`config.mk`:
```
export PLATFORM = sky130hd
export DESIGN_NAME = pc_sequencer
export DESIGN_NICKNAME = d
export VERILOG_FILES = /design/src/rtl/riscv_pkg.sv /design/src/rtl/pc_sequencer.sv
export SDC_FILE = /design/constraint.sdc
export NUM_CORES = 1
export LEC_CHECK = 0
export BUFFER_PORTS_ARGS = -buffer_cell sky130_fd_sc_hd__buf_4
export CAP_MARGIN = 15
export CELL_PAD_IN_SITES_DETAIL_PLACEMENT = 1
export CELL_PAD_IN_SITES_GLOBAL_PLACEMENT = 2
export CORE_MARGIN = 2
export CORE_UTILIZATION = 28
export CTS_CLUSTER_SIZE = 40
export DETAILED_ROUTE_END_ITERATION = 10
export PLACE_DENSITY_LB_ADDON = 0.1
export SETUP_SLACK_MARGIN = 0.15
export SLEW_MARGIN = 30
export SYNTH_ARGS = -nofsm -noshare
export SYNTH_HDL_FRONTEND = slang
export SYNTH_SLANG_ARGS = --single-unit
```
`constraint.sdc`:
```
create_clock -name clk -period 1.9 [get_ports clk]
set_input_delay 0.095 -clock clk [delete_from_list [all_inputs] [get_ports clk]]
set_output_delay 0.095 -clock clk [all_outputs]
set_load 0.01 [all_outputs]
```
`src/rtl/riscv_pkg.sv`:
```
// Shared fetch-side definitions: PC sequencer state encoding and default vectors.
// No logic; constants, types and one helper only.
// Not applicable (package).
package riscv_pkg;

    typedef enum logic [1:0] {
        ST_BOOT   = 2'd0,
        ST_FETCH  = 2'd1,
        ST_BUBBLE = 2'd2,
        ST_HALTED = 2'd3
    } pc_state_t;

    localparam logic [31:0] DEFAULT_RESET_VECTOR = 32'h0000_0000;
    localparam logic [31:0] DEFAULT_TRAP_VECTOR  = 32'h0000_0100;

    function automatic logic word_aligned(input logic [31:0] addr);
        return addr[1:0] == 2'b00;
    endfunction

endpackage

```
`src/rtl/pc_sequencer.sv`:
```
// Program-counter sequencer: boot, fetch, redirect/trap bubble and halt control.
// Latency: redirect/trap lands in curr_pc next cycle, followed by one fetch_valid=0 bubble.
// Backpressure: fetch_ready=0 stalls curr_pc in FETCH; halt drops the pending fetch.
module pc_sequencer
    import riscv_pkg::*;
#(
    parameter logic [31:0] RESET_VECTOR = DEFAULT_RESET_VECTOR,
    parameter logic [31:0] TRAP_VECTOR  = DEFAULT_TRAP_VECTOR
) (
    input  logic        clk,
    input  logic        rst_n,
    output logic [31:0] curr_pc,
    input  logic [31:0] pc_plus_4,
    output logic        fetch_valid,
    input  logic        fetch_ready,
    input  logic        redirect_valid,
    input  logic [31:0] redirect_target,
    input  logic        trap_valid,
    input  logic        halt,
    output logic        misalign_err,
    output logic [31:0] bad_addr,
    output logic [31:0] fetch_cnt
);

    pc_state_t   state_q, state_d;
    logic [31:0] pc_d;
    logic [31:0] bad_addr_d;
    logic        misalign_d;
    logic        flush;
    logic        accept;
    logic        cnt_inc;

    // Decoded from the state register only, so no input reaches fetch_valid.
    assign fetch_valid = (state_q == ST_FETCH);
    assign accept      = fetch_valid && fetch_ready;
    // Halt outranks accept, but an accept alongside a trap/redirect still counts.
    assign cnt_inc     = accept && (flush || !halt);

    always_comb begin
        state_d    = state_q;
        pc_d       = curr_pc;
        bad_addr_d = bad_addr;
        misalign_d = 1'b0;
        flush      = 1'b0;
        case (state_q)
            ST_BOOT: begin
                state_d = ST_FETCH;
                pc_d    = RESET_VECTOR;
            end
            ST_FETCH, ST_BUBBLE: begin
                if (trap_valid) begin
                    flush   = 1'b1;
                    state_d = ST_BUBBLE;
                    pc_d    = TRAP_VECTOR;
                end else if (redirect_valid) begin
                    flush   = 1'b1;
                    state_d = ST_BUBBLE;
                    if (word_aligned(redirect_target)) begin
                        pc_d = redirect_target;
                    end else begin
                        pc_d       = TRAP_VECTOR;
                        bad_addr_d = redirect_target;
                        misalign_d = 1'b1;
                    end
                end else if (halt) begin
                    state_d = ST_HALTED;
                end else if (state_q == ST_BUBBLE) begin
                    state_d = ST_FETCH;
                end else if (accept) begin
                    pc_d = pc_plus_4;
                end
            end
            ST_HALTED: begin
                if (trap_valid) begin
                    state_d = ST_BUBBLE;
                    pc_d    = TRAP_VECTOR;
                end else if (!halt) begin
                    state_d = ST_FETCH;
                end
            end
            default: begin
                state_d = ST_BOOT;
                pc_d    = RESET_VECTOR;
            end
        endcase
    end

    always_ff @(posedge clk or negedge rst_n) begin
        if (!rst_n) begin
            state_q      <= ST_BOOT;
            curr_pc      <= RESET_VECTOR;
            bad_addr     <= 32'h0;
            misalign_err <= 1'b0;
            fetch_cnt    <= 32'h0;
        end else begin
            state_q      <= state_d;
            curr_pc      <= pc_d;
            bad_addr     <= bad_addr_d;
            misalign_err <= misalign_d;
            if (cnt_inc) begin
                fetch_cnt <= fetch_cnt + 32'd1;
            end
        end
    end

endmodule

```
==> metrics.md <==
| Metric | Value |
|---|---|
| Peak supply drop | 0.424 mV |
| Pwr dens | 1210 nW/um^2 |
| Worst Setup SP | state_q[0] |
| Fill count | 1668 |
| Seq/Total Area, Yosys | 55.0% |
| Worst Hold Launch | redirect_target[30] |
| Switching Share | 30.9% |
| Int Pwr | 0.00603 W |
| Die height | 131 um |
| Dpl cells | 735 |
| I/O pins | 168 |
| Layout cells sized above 1 | 48.5% |
| #FFs+latches synth | 99 |
| Number of library cell types mapped by synthesis | 40 |
| Routability Congestion | 0.701 |
| CP cell instances | inv_2, ha_4, or3b_4, nor4_4, buf_6, buf_6, a22o_1, mux2_4 |
| DRC Markers | 0 |
| Tmin final | 1.91 ns |
| Drt wl/cell | 18.6 um |
| Crit path largest cell delay | 0.40 ns |
| Reg power frac | 34.6% |
| Core area | 15800 um^2 |
| DR top layer | met4 |
| DP Wirelength | 9590 um |
| RSZ-0062 raised after global routing | yes |
| Pre-CTS WS | -0.0842 ns |
| Worst Reg-to-Reg Cells | 8 |
| Reg-to-reg startpoint | state_q[0] |
| Buffers & Inverters on Critical Path | 3 |
| Max Fclk | 0.522 GHz |
| Kind of cell adding the most delay to the critical path | simple AND/OR/NAND/NOR gates |
| Routed wl met3 | 833 um |
| Critical setup path kind | reg -> reg |
| Failing checks | setup timing |
| Slew @ Worst Pin | 0.572 ns |
| Final std cells w/o fill | 795 |
| H-tree depth | 3 |
| Min-delay worst type | in -> reg |
| Clock sinks | 99 |
| CP required | 2.18 ns |
| Port bufs | 167 |
| First-pass GRT wire length | 21600 um |
| Clock Skew | 0.00838 ns |
| Met2 routed WL | 7330 um |
| Status | finished, violations left |
| Vias | 3790 |
| MaxCap Viol Count | 0 |
| Grt ovf | 0 |
| Critical-path cell with the highest stage delay | or3b_4 |
| Reg2reg setup slack | -0.01 ns |
| Leakage Power | 3.45 nW |
| Die ar. | 17100 um^2 |
| Final WS setup | -0.0150 ns |
| Mapped Cells | 352 |
| Combinational share of power | 42.6% |
| Cts bufs inserted | 9 |
| Final net count | 652 |
| Post-synthesis average cell area | 12.8 um^2 |
| Synthesized Nets | 429 |
| Final Hold Vio Count | 0 |
| Drt via density | 4.77 |
| Crit-path most repeated cell | buf_6 |
| First-pass detailed-route iteration total | 4 |
| Root Buffer | clkbuf_16 |
| Number of synthesized flops with an enable pin | 0 |
| Rel. slew slack | 61.9% |
| Crit start category | flop |
| Initial antenna violation count | 0 |
| Synth Cell Area | 4510 um^2 |
| Synth warnings | 0 |
| Design area | 7210 um^2 |
| Clock-pin slew on the worst setup and hold paths | 0.07 ns |
| GRT Overall Usage | 16.6% |
| CTS tree | done |
| Clock Latency Late Sink | 0.35 ns |
| Clk pwr share | 22.8% |
| Ant. Diodes | 0 |
| Synth-to-layout area growth | 60.0% |
| Met1 wire length | 6430 um |
| Crit path capture type | flop |
| Fin Hold WS | 0.0183 ns |
| P_sw | 0.00269 W |
| Pin count of the biggest net entering global routing | 100 |
| Placement Cell Area | 6160 um^2 |
| CP endpoint | curr_pc[11] |
| Async S/R FF share, synth | 100% |
| Period utilization | 101% |
| Row count | 46 |
| Drt total wl | 14800 um |
| Die width | 131 um |
| Top_reg_cell synth | dfrtp_1 |
| CTS max path bufs | 2 |
| Antenna Violating Nets Remaining | 0 |
| Fin. max-slew vios | 0 |
| Crit path DAT | 2.20 ns |
| Starting Density | 28.5% |
| Critical Path Fanout Max | 5 |
| Setup violations, final | 2 |
| RR Endpoint | curr_pc[11] |
| DRT iter0 DRCs | 116 |
| Vias in the first global route | 3913 |
| CP Depth | 8 |
layer usage:
layer	vias to the layer above	track usage, %
met5	-	0
met4	0	6.01
met3	13	3.30
met2	119	28.3
met1	1941	20.9
li1	1717	-
worst register-to-register path, stage by stage (launching register included):
cell and delay [ns]:
dfrtp_1 0.37, inv_2 0.06, ha_4 0.28, or3b_4 0.40, nor4_4 0.15, buf_6 0.16, buf_6 0.12, a22o_1 0.16
mux2_4 0.15
registers in the layout (all words and copies together), names as in the netlist:
register / count
misalign_err: 1
fetch_cnt: 32
state_q: 2
bad_addr: 32
curr_pc: 32
cell families (layout without fill, tap and decap cells):
kind of cell / Yosys count / after routing / synth area share (%)
DFF: 99 / 99 / 55.0
and+or+nand+nor: 80 / 80 / 10.4
muxes: 64 / 64 / 15.9
AOI/OAI and AO/OA: 45 / 45 / 7.66
xor gates and xnor gates: 31 / 31 / 6.02
buffers and inverters: 26 / 253 / 3.08
adders and majority gates: 7 / 7 / 1.94
synth_stat cells, drive strengths merged (3+ instances only):
library cell  instances  area share (%)
dfrtp                99              55
mux2                 62              15
xnor2                28             5.4
a22o                 23             4.5
nand2                20             1.7
nand4                19             2.6
buf                  16             2.2
nand3                14             1.6
a21oi                10             1.1
inv                   9            0.75
ha                    7             1.9
nor2                  6            0.50
and3                  5            0.69
o21ai                 4            0.44
and2                  3            0.42
nor3                  3            0.44
xor2                  3            0.58
cell usage in the layout, fill, tap and decap left out, types with 2 or more instances in the layout:
cell type	instances
a211oi_2	2
a21oi_1	10
a22o_1	23
and2_1	3
and3_1	5
buf_12	9
buf_4	180
buf_6	4
bufinv_16	2
clkbuf_16	11
clkinv_2	2
dfrtp_1	99
dlygate4sd3_1	32
ha_1	6
inv_1	6
inv_2	3
mux2_1	6
mux2_2	5
mux2_4	51
mux2i_1	2
nand2_1	20
nand3_1	14
nand4_1	19
nand4b_1	2
nor2_1	6
nor2b_1	2
nor3_1	2
xnor2_1	28
xor2_1	3
worst min-delay path by stage:
| stage | to | slack, ns | cells after the start |
|---|---|---|---|
| 2_1_floorplan | bad_addr[0] | -0.20 | 0 |
| 3_3_place_gp | bad_addr[2] | 0.21 | 2 |
| 3_5_place_dp | bad_addr[2] | 0.22 | 2 |
| 4_1_cts | bad_addr[30] | 0.003 | 2 |
| 5_1_grt | bad_addr[30] | 0.008 | 2 |
| 6_report | bad_addr[30] | 0.02 | 2 |
power by group through the flow:
stage	clock (W)	sequential, W	combinational [W]
3_3_place_gp	0	0.00300	0.00297
5_1_grt	0.00214	0.00309	0.00397
6_report	0.00199	0.00302	0.00371
3_5_place_dp	0	0.00303	0.00304
4_1_cts	0.00205	0.00301	0.00364
2_1_floorplan	0	0.00325	0.00123
per-stage QoR:
stage          setup TNS (ns)  total power (W)  utilization, %
4_1_cts               -0.0188          0.00871            44.8
3_5_place_dp            -1.77          0.00606            38.9
5_1_grt                 -1.56          0.00920            45.6
3_3_place_gp                0          0.00597            38.9
2_1_floorplan           -1.17          0.00448               -
6_report              -0.0225          0.00872            45.6
layout make-up:
type	count	area [um^2]	share of cell area, %
Clock inverter	5	77.6	1.08
Sequential cell	99	2480	34.4
Tap cell	216	270	3.75
Timing Repair Buffer	229	1990	27.7
Multi-Input combinational cell	227	2120	29.4
Clock buffer	10	239	3.31
Inverter	9	33.8	0.469
what timing repair did:
item                                    4_1_cts  5_1_grt
hold endpoints to repair                    130        0
endpoints found under the setup margin       46       89
pin swaps                                     4        3
resized for setup                            57       11
buffers inserted                              5        2
hold buffers                                 32        0
cloned                                        2        4
Power figures use the tool's default switching activity.
